==> config.mk <==
export PLATFORM = sky130hd
export DESIGN_NAME = dp_ram_clr
export DESIGN_NICKNAME = d
export VERILOG_FILES = /design/src/rtl/dp_ram_clr.sv
export SDC_FILE = /design/constraint.sdc
export NUM_CORES = 2
export LEC_CHECK = 0
export CAP_MARGIN = 20
export CORE_MARGIN = 2
export CORE_UTILIZATION = 60
export DETAILED_ROUTE_END_ITERATION = 10
export PLACE_DENSITY_LB_ADDON = 0.1
export SYNTH_ARGS = -nofsm -noshare
export SYNTH_HDL_FRONTEND = slang
export SYNTH_SLANG_ARGS = --single-unit
==> constraint.sdc <==
create_clock -name clk -period 6.1 [get_ports clk]
set_clock_uncertainty 0.1 [all_clocks]
set_input_delay 1.22 -clock clk [delete_from_list [all_inputs] [get_ports clk]]
set_output_delay 1.22 -clock clk [all_outputs]
set_load 0.02 [all_outputs]
==> src/rtl/dp_ram_clr.sv <==
// Simple dual-port RAM (one write port, one read port, one clock) with a read-valid
// pipeline, selectable read-during-write result, optional output register and clear sweep.
module dp_ram_clr #(
    parameter int                    ADDR_WIDTH     = 10,
    parameter int                    DATA_WIDTH     = 4,
    parameter                        INIT_FILE      = "",
    parameter int                    OUT_REG        = 0,
    parameter int                    RDW_MODE       = 0,
    parameter int                    CLEAR_ON_RESET = 0,
    parameter logic [DATA_WIDTH-1:0] CLEAR_VALUE    = '0
) (
    input  logic                  clk,
    input  logic                  reset,
    input  logic                  wr_en,
    input  logic [ADDR_WIDTH-1:0] wr_addr,
    input  logic [DATA_WIDTH-1:0] wr_data,
    input  logic                  rd_en,
    input  logic [ADDR_WIDTH-1:0] rd_addr,
    output logic [DATA_WIDTH-1:0] rd_data,
    output logic                  rd_valid,
    output logic                  busy
);

    localparam int DEPTH = 2 ** ADDR_WIDTH;
    localparam logic [ADDR_WIDTH-1:0] LAST_ADDR = '1;

    typedef enum logic {IDLE, CLEAR} state_t;

    // No reset on the array so it maps onto block RAM.
    logic [DATA_WIDTH-1:0] mem [DEPTH];

    state_t                state;
    state_t                state_nxt;
    logic [ADDR_WIDTH-1:0] cnt;
    logic [ADDR_WIDTH-1:0] cnt_nxt;
    logic                  sweep_we;
    logic                  wr_acc;
    logic                  rd_acc;
    logic                  bypass;

    always_ff @(posedge clk) begin
        if (reset) begin
            state <= (CLEAR_ON_RESET != 0) ? CLEAR : IDLE;
            cnt   <= '0;
        end else begin
            state <= state_nxt;
            cnt   <= cnt_nxt;
        end
    end

    always_comb begin
        state_nxt = state;
        cnt_nxt   = cnt;
        sweep_we  = 1'b0;
        case (state)
            CLEAR: begin
                sweep_we = (CLEAR_ON_RESET != 0);
                cnt_nxt  = cnt + ADDR_WIDTH'(1);
                if (cnt == LAST_ADDR) state_nxt = IDLE;
            end
            default: state_nxt = IDLE;
        endcase
    end

    assign busy   = (CLEAR_ON_RESET != 0) && (state == CLEAR);
    assign wr_acc = wr_en && !busy;
    assign rd_acc = rd_en && !busy && !reset;
    assign bypass = (RDW_MODE != 0) && wr_acc && (wr_addr == rd_addr);

    // Sweep owns the write port; it only advances on edges where reset is low.
    always_ff @(posedge clk) begin
        if (sweep_we && !reset) begin
            mem[cnt] <= CLEAR_VALUE;
        end else if (wr_acc) begin
            mem[wr_addr] <= wr_data;
        end
    end

    // Stage p0: array read (pre-write word unless bypassed)
    logic                  vld_p0;
    logic [DATA_WIDTH-1:0] data_p0;

    always_ff @(posedge clk) begin
        if (reset) begin
            vld_p0  <= 1'b0;
            data_p0 <= '0;
        end else begin
            vld_p0 <= rd_acc;
            if (rd_acc) data_p0 <= bypass ? wr_data : mem[rd_addr];
        end
    end

    // Stage p1: optional output register
    generate
        if (OUT_REG != 0) begin : g_out_reg
            logic                  vld_p1;
            logic [DATA_WIDTH-1:0] data_p1;

            always_ff @(posedge clk) begin
                if (reset) begin
                    vld_p1  <= 1'b0;
                    data_p1 <= '0;
                end else begin
                    vld_p1 <= vld_p0;
                    if (vld_p0) data_p1 <= data_p0;
                end
            end

            assign rd_data  = data_p1;
            assign rd_valid = vld_p1;
        end else begin : g_no_out_reg
            assign rd_data  = data_p0;
            assign rd_valid = vld_p0;
        end
    endgenerate

endmodule

==> run_results.csv <==
group,metric,value,unit
clock_tree,cts.sinks,4101,
logic_synthesis,synth-compound-area-share,0.0266,
logic_synthesis,yosysWarningCount,0,
job,max_cap_viol_count,0,
power,peakVddDrop,0.000296,V
grt,overflow,0,
finish,fill_cells,17200,
setup_path,cp_data_arrival_time,5.37,ns
floorplan,io-pin-count,34,
power,p_per_area,324,nW/µm²
logic_synthesis,synth_area,163000,µm²
logic_synthesis,synth-adder-area-share,0,
sta,rsz0062_at_grt,"no",
place,dp_hpwl,287,mm
place,io_buffers,32,
place,place_congestion,0.887,
power,p_leak,56.6,nW
floorplan,core_area,270000,µm²
clock_tree,clk_latency,0.97,ns
logic_synthesis,syn_area_per_cell,19.6,µm²
logic_synthesis,synth-xor-area-share,0,
setup_path,cp-start-kind,"input port",
floorplan,rows,191,
clock_tree,cts.clk_slew.worst_paths,0.06,ns
clock_tree,cts_buffers,406,
drt,antenna_left,0,
power,p_seq_frac,0.526,
power,switching_share,0.216,
drt,drc,0,
grt,grt_max_degree,202,
logic_synthesis,synth-simple-area-share,0.0428,
logic_synthesis,async_flop_share,0,
setup_path,worstSetupEndpointType,"register",
finish,multi_input_area,36700,µm²
power,intPower,46.2,mW
drt,vias,87100,
drt,routed_wl,467,mm
logic_synthesis,synth_cells,8310,
finish,fin_nets,8588,
sta,worst_slew_pin_slew,1.28,ns
sta,hold_ws,0.579,ns
finish,final_cell_mix,"4,096 x edfxtp_1, 1,089 x nor2_1, 943 x mux4_2, 409 x clkbuf_16, 331 x mux2i_1",
floorplan,die_area,275000,µm²
sta,fin_crit_sh,0.764,
clock_tree,cts_max_level,5,
floorplan,die_h,525,µm
min_path,hold_path_class,"register to register",
drt,first_pass_iters,6,
power,power_frac_comb,0.054,
clock_tree,holdBufCountCts,0,
finish,regArea,123000,µm²
sta,hold_viol_final,0,
grt,antenna_found_initial,34,
drt,via_per_inst,6.98,
floorplan,start_util,0.602,
floorplan,die_w,525,µm
clock_tree,cts_root_buffer,"clkbuf_16",
logic_synthesis,ys_types,77,
sta,slew_headroom,0.144,
sta,slew_viol_final,0,
sta,timing.fmax,0.215,GHz
drt,wire_per_inst,37.4,µm
finish,syn_to_final_growth,11.9,%
grt,grt_pass1_wl,658,mm
clock_tree,clk_path_buf_depth,4,
logic_synthesis,synth_ff_type,"edfxtp_1",
place,place_area,169000,µm²
grt,track_usage,0.340,
setup_path,worstPathMaxFanout,60,
logic_synthesis,synth_mux_area_frac,0.153,
logic_synthesis,ys_ff_latch,4101,
clock_tree,ctsResizeCount,0,
logic_synthesis,synth.net_count,8338,
sta,setup_violations,0,
sta,fin_crit,4.66,ns
setup_path,required,6.81,ns
logic_synthesis,synth_top_family_by_area,"multiplexers",
setup_path,path_class,"input port to register",
finish,final_common_cell,"edfxtp_1",
power,power_frac_clock,0.420,
logic_synthesis,ys_seq_area_frac,0.757,
drt,first_iter_violations,14300,
grt,grt_pass1_vias,86100,
clock_tree,postCtsSetupBuffers,0,
outcome,status,"complete, no violations",
power,power.net_switching,12.8,mW
finish,final_area,182000,µm²
logic_synthesis,synth_edf_count,4096,
clock_tree,cts_tree,"yes",
finish,drive_above_1_share,0.230,
sta,finalSetupTns,0,ns
[final timing paths]
path          startpoint          to  slack [ns]  depth (start not counted)
max           rd_addr[0]  rd_data[1]        1.44                         10
min reg2reg   rd_data[0]  rd_data[0]        0.58                          1
min           rd_data[0]  rd_data[0]        0.58                          1
max reg2reg  mem[374][0]  rd_data[0]        2.38                          8
[metrics by stage]
stage | utilization | setup WS, ns | std cells | total power [mW]
finish | 0.673 | 1.44 | 12500 | 59.0
global route | 0.673 | 1.43 | 12500 | 60.3
CTS | 0.673 | 1.51 | 12500 | 59.1
detailed placement | 0.625 | 0.489 | 11700 | 34.7
global placement | 0.625 | 0.486 | 11700 | 34.7
floorplan | - | 2.23 | 8310 | 33.2
[power by group through the flow]
stage / Clock (mW) / Combinational (mW) / Sequential [mW]
detailed placement: 0 / 3.11 / 31.6
finish: 24.8 / 3.17 / 31.0
floorplan: 0 / 1.57 / 31.6
global route: 26.0 / 3.26 / 31.0
global placement: 0 / 3.07 / 31.6
CTS: 24.9 / 3.12 / 31.0
[synthesized netlist by cell type, drive strengths merged, types with 5 or more instances]
library cell | instances | area share
a211o | 7 | 0.00038
a32oi | 8 | 0.00043
and3 | 29 | 0.0011
mux2i | 331 | 0.020
o31a | 5 | 0.00027
clkbuf | 287 | 0.0066
nor2b | 23 | 0.00089
dfxtp | 5 | 0.00062
o2111ai | 11 | 0.00059
buf | 311 | 0.013
nor3 | 49 | 0.0015
nor2 | 1093 | 0.025
o211ai | 13 | 0.00060
a2111oi | 16 | 0.00086
or3 | 7 | 0.00027
o221ai | 99 | 0.0053
edfxtp | 4096 | 0.76
o22ai | 85 | 0.0033
a22oi | 49 | 0.0023
mux4 | 943 | 0.13
nor3b | 7 | 0.00032
o21ai | 58 | 0.0018
a211oi | 24 | 0.0011
a22o | 7 | 0.00038
nor4 | 14 | 0.00054
o31ai | 11 | 0.00051
nand4 | 15 | 0.00058
inv | 6 | 0.00014
a221oi | 21 | 0.0012
nand2 | 308 | 0.0071
a221o | 7 | 0.00043
nand3 | 85 | 0.0026
a31oi | 28 | 0.0011
a311oi | 16 | 0.00086
mux2 | 34 | 0.0024
and2 | 18 | 0.00069
or2 | 9 | 0.00035
a21oi | 91 | 0.0028
nand2b | 21 | 0.00081
o311ai | 5 | 0.00027
[state kept, by name, summed over array words and instances (netlist names)]
| register | cells |
|---|---|
| mem | 4096 |
| rd_data | 4 |
| rd_valid | 1 |
[metal layers]
metal	part of all wire	track usage	vias to the layer above	wire length, µm
li1	-	-	34400	-
met1	0.37	0.489	45600	173000
met2	0.46	0.509	6046	214000
met3	0.12	0.0867	1007	58000
met4	0.046	0.136	18	21400
met5	0.00025	0	-	115
[area by class of cell]
class,count,area share
clock buffer,491,0.0580
tap,3570,0.0246
multi-input combinational,3603,0.202
sequential,4101,0.677
antenna,22,0.000303
inverter,8,0.000275
clock inverter,250,0.0136
timing repair buffer,440,0.0247
[worst max-delay path, stage by stage]
cell and delay, ns:
buf_16 0.44, buf_4 0.35, buf_4 0.33, mux4_2 0.56, mux4_2 0.46, o22ai_1 0.64
nor2_1 0.09, a221o_1 0.34, a31oi_1 0.67, a32oi_1 0.20
[cells by family after synthesis]
family          after synthesis
simple gates               1693
mux                        1308
flops                      4101
compound gates              601
other cells                   1
buf+inv                     606
Power figures use the tool's default switching activity.
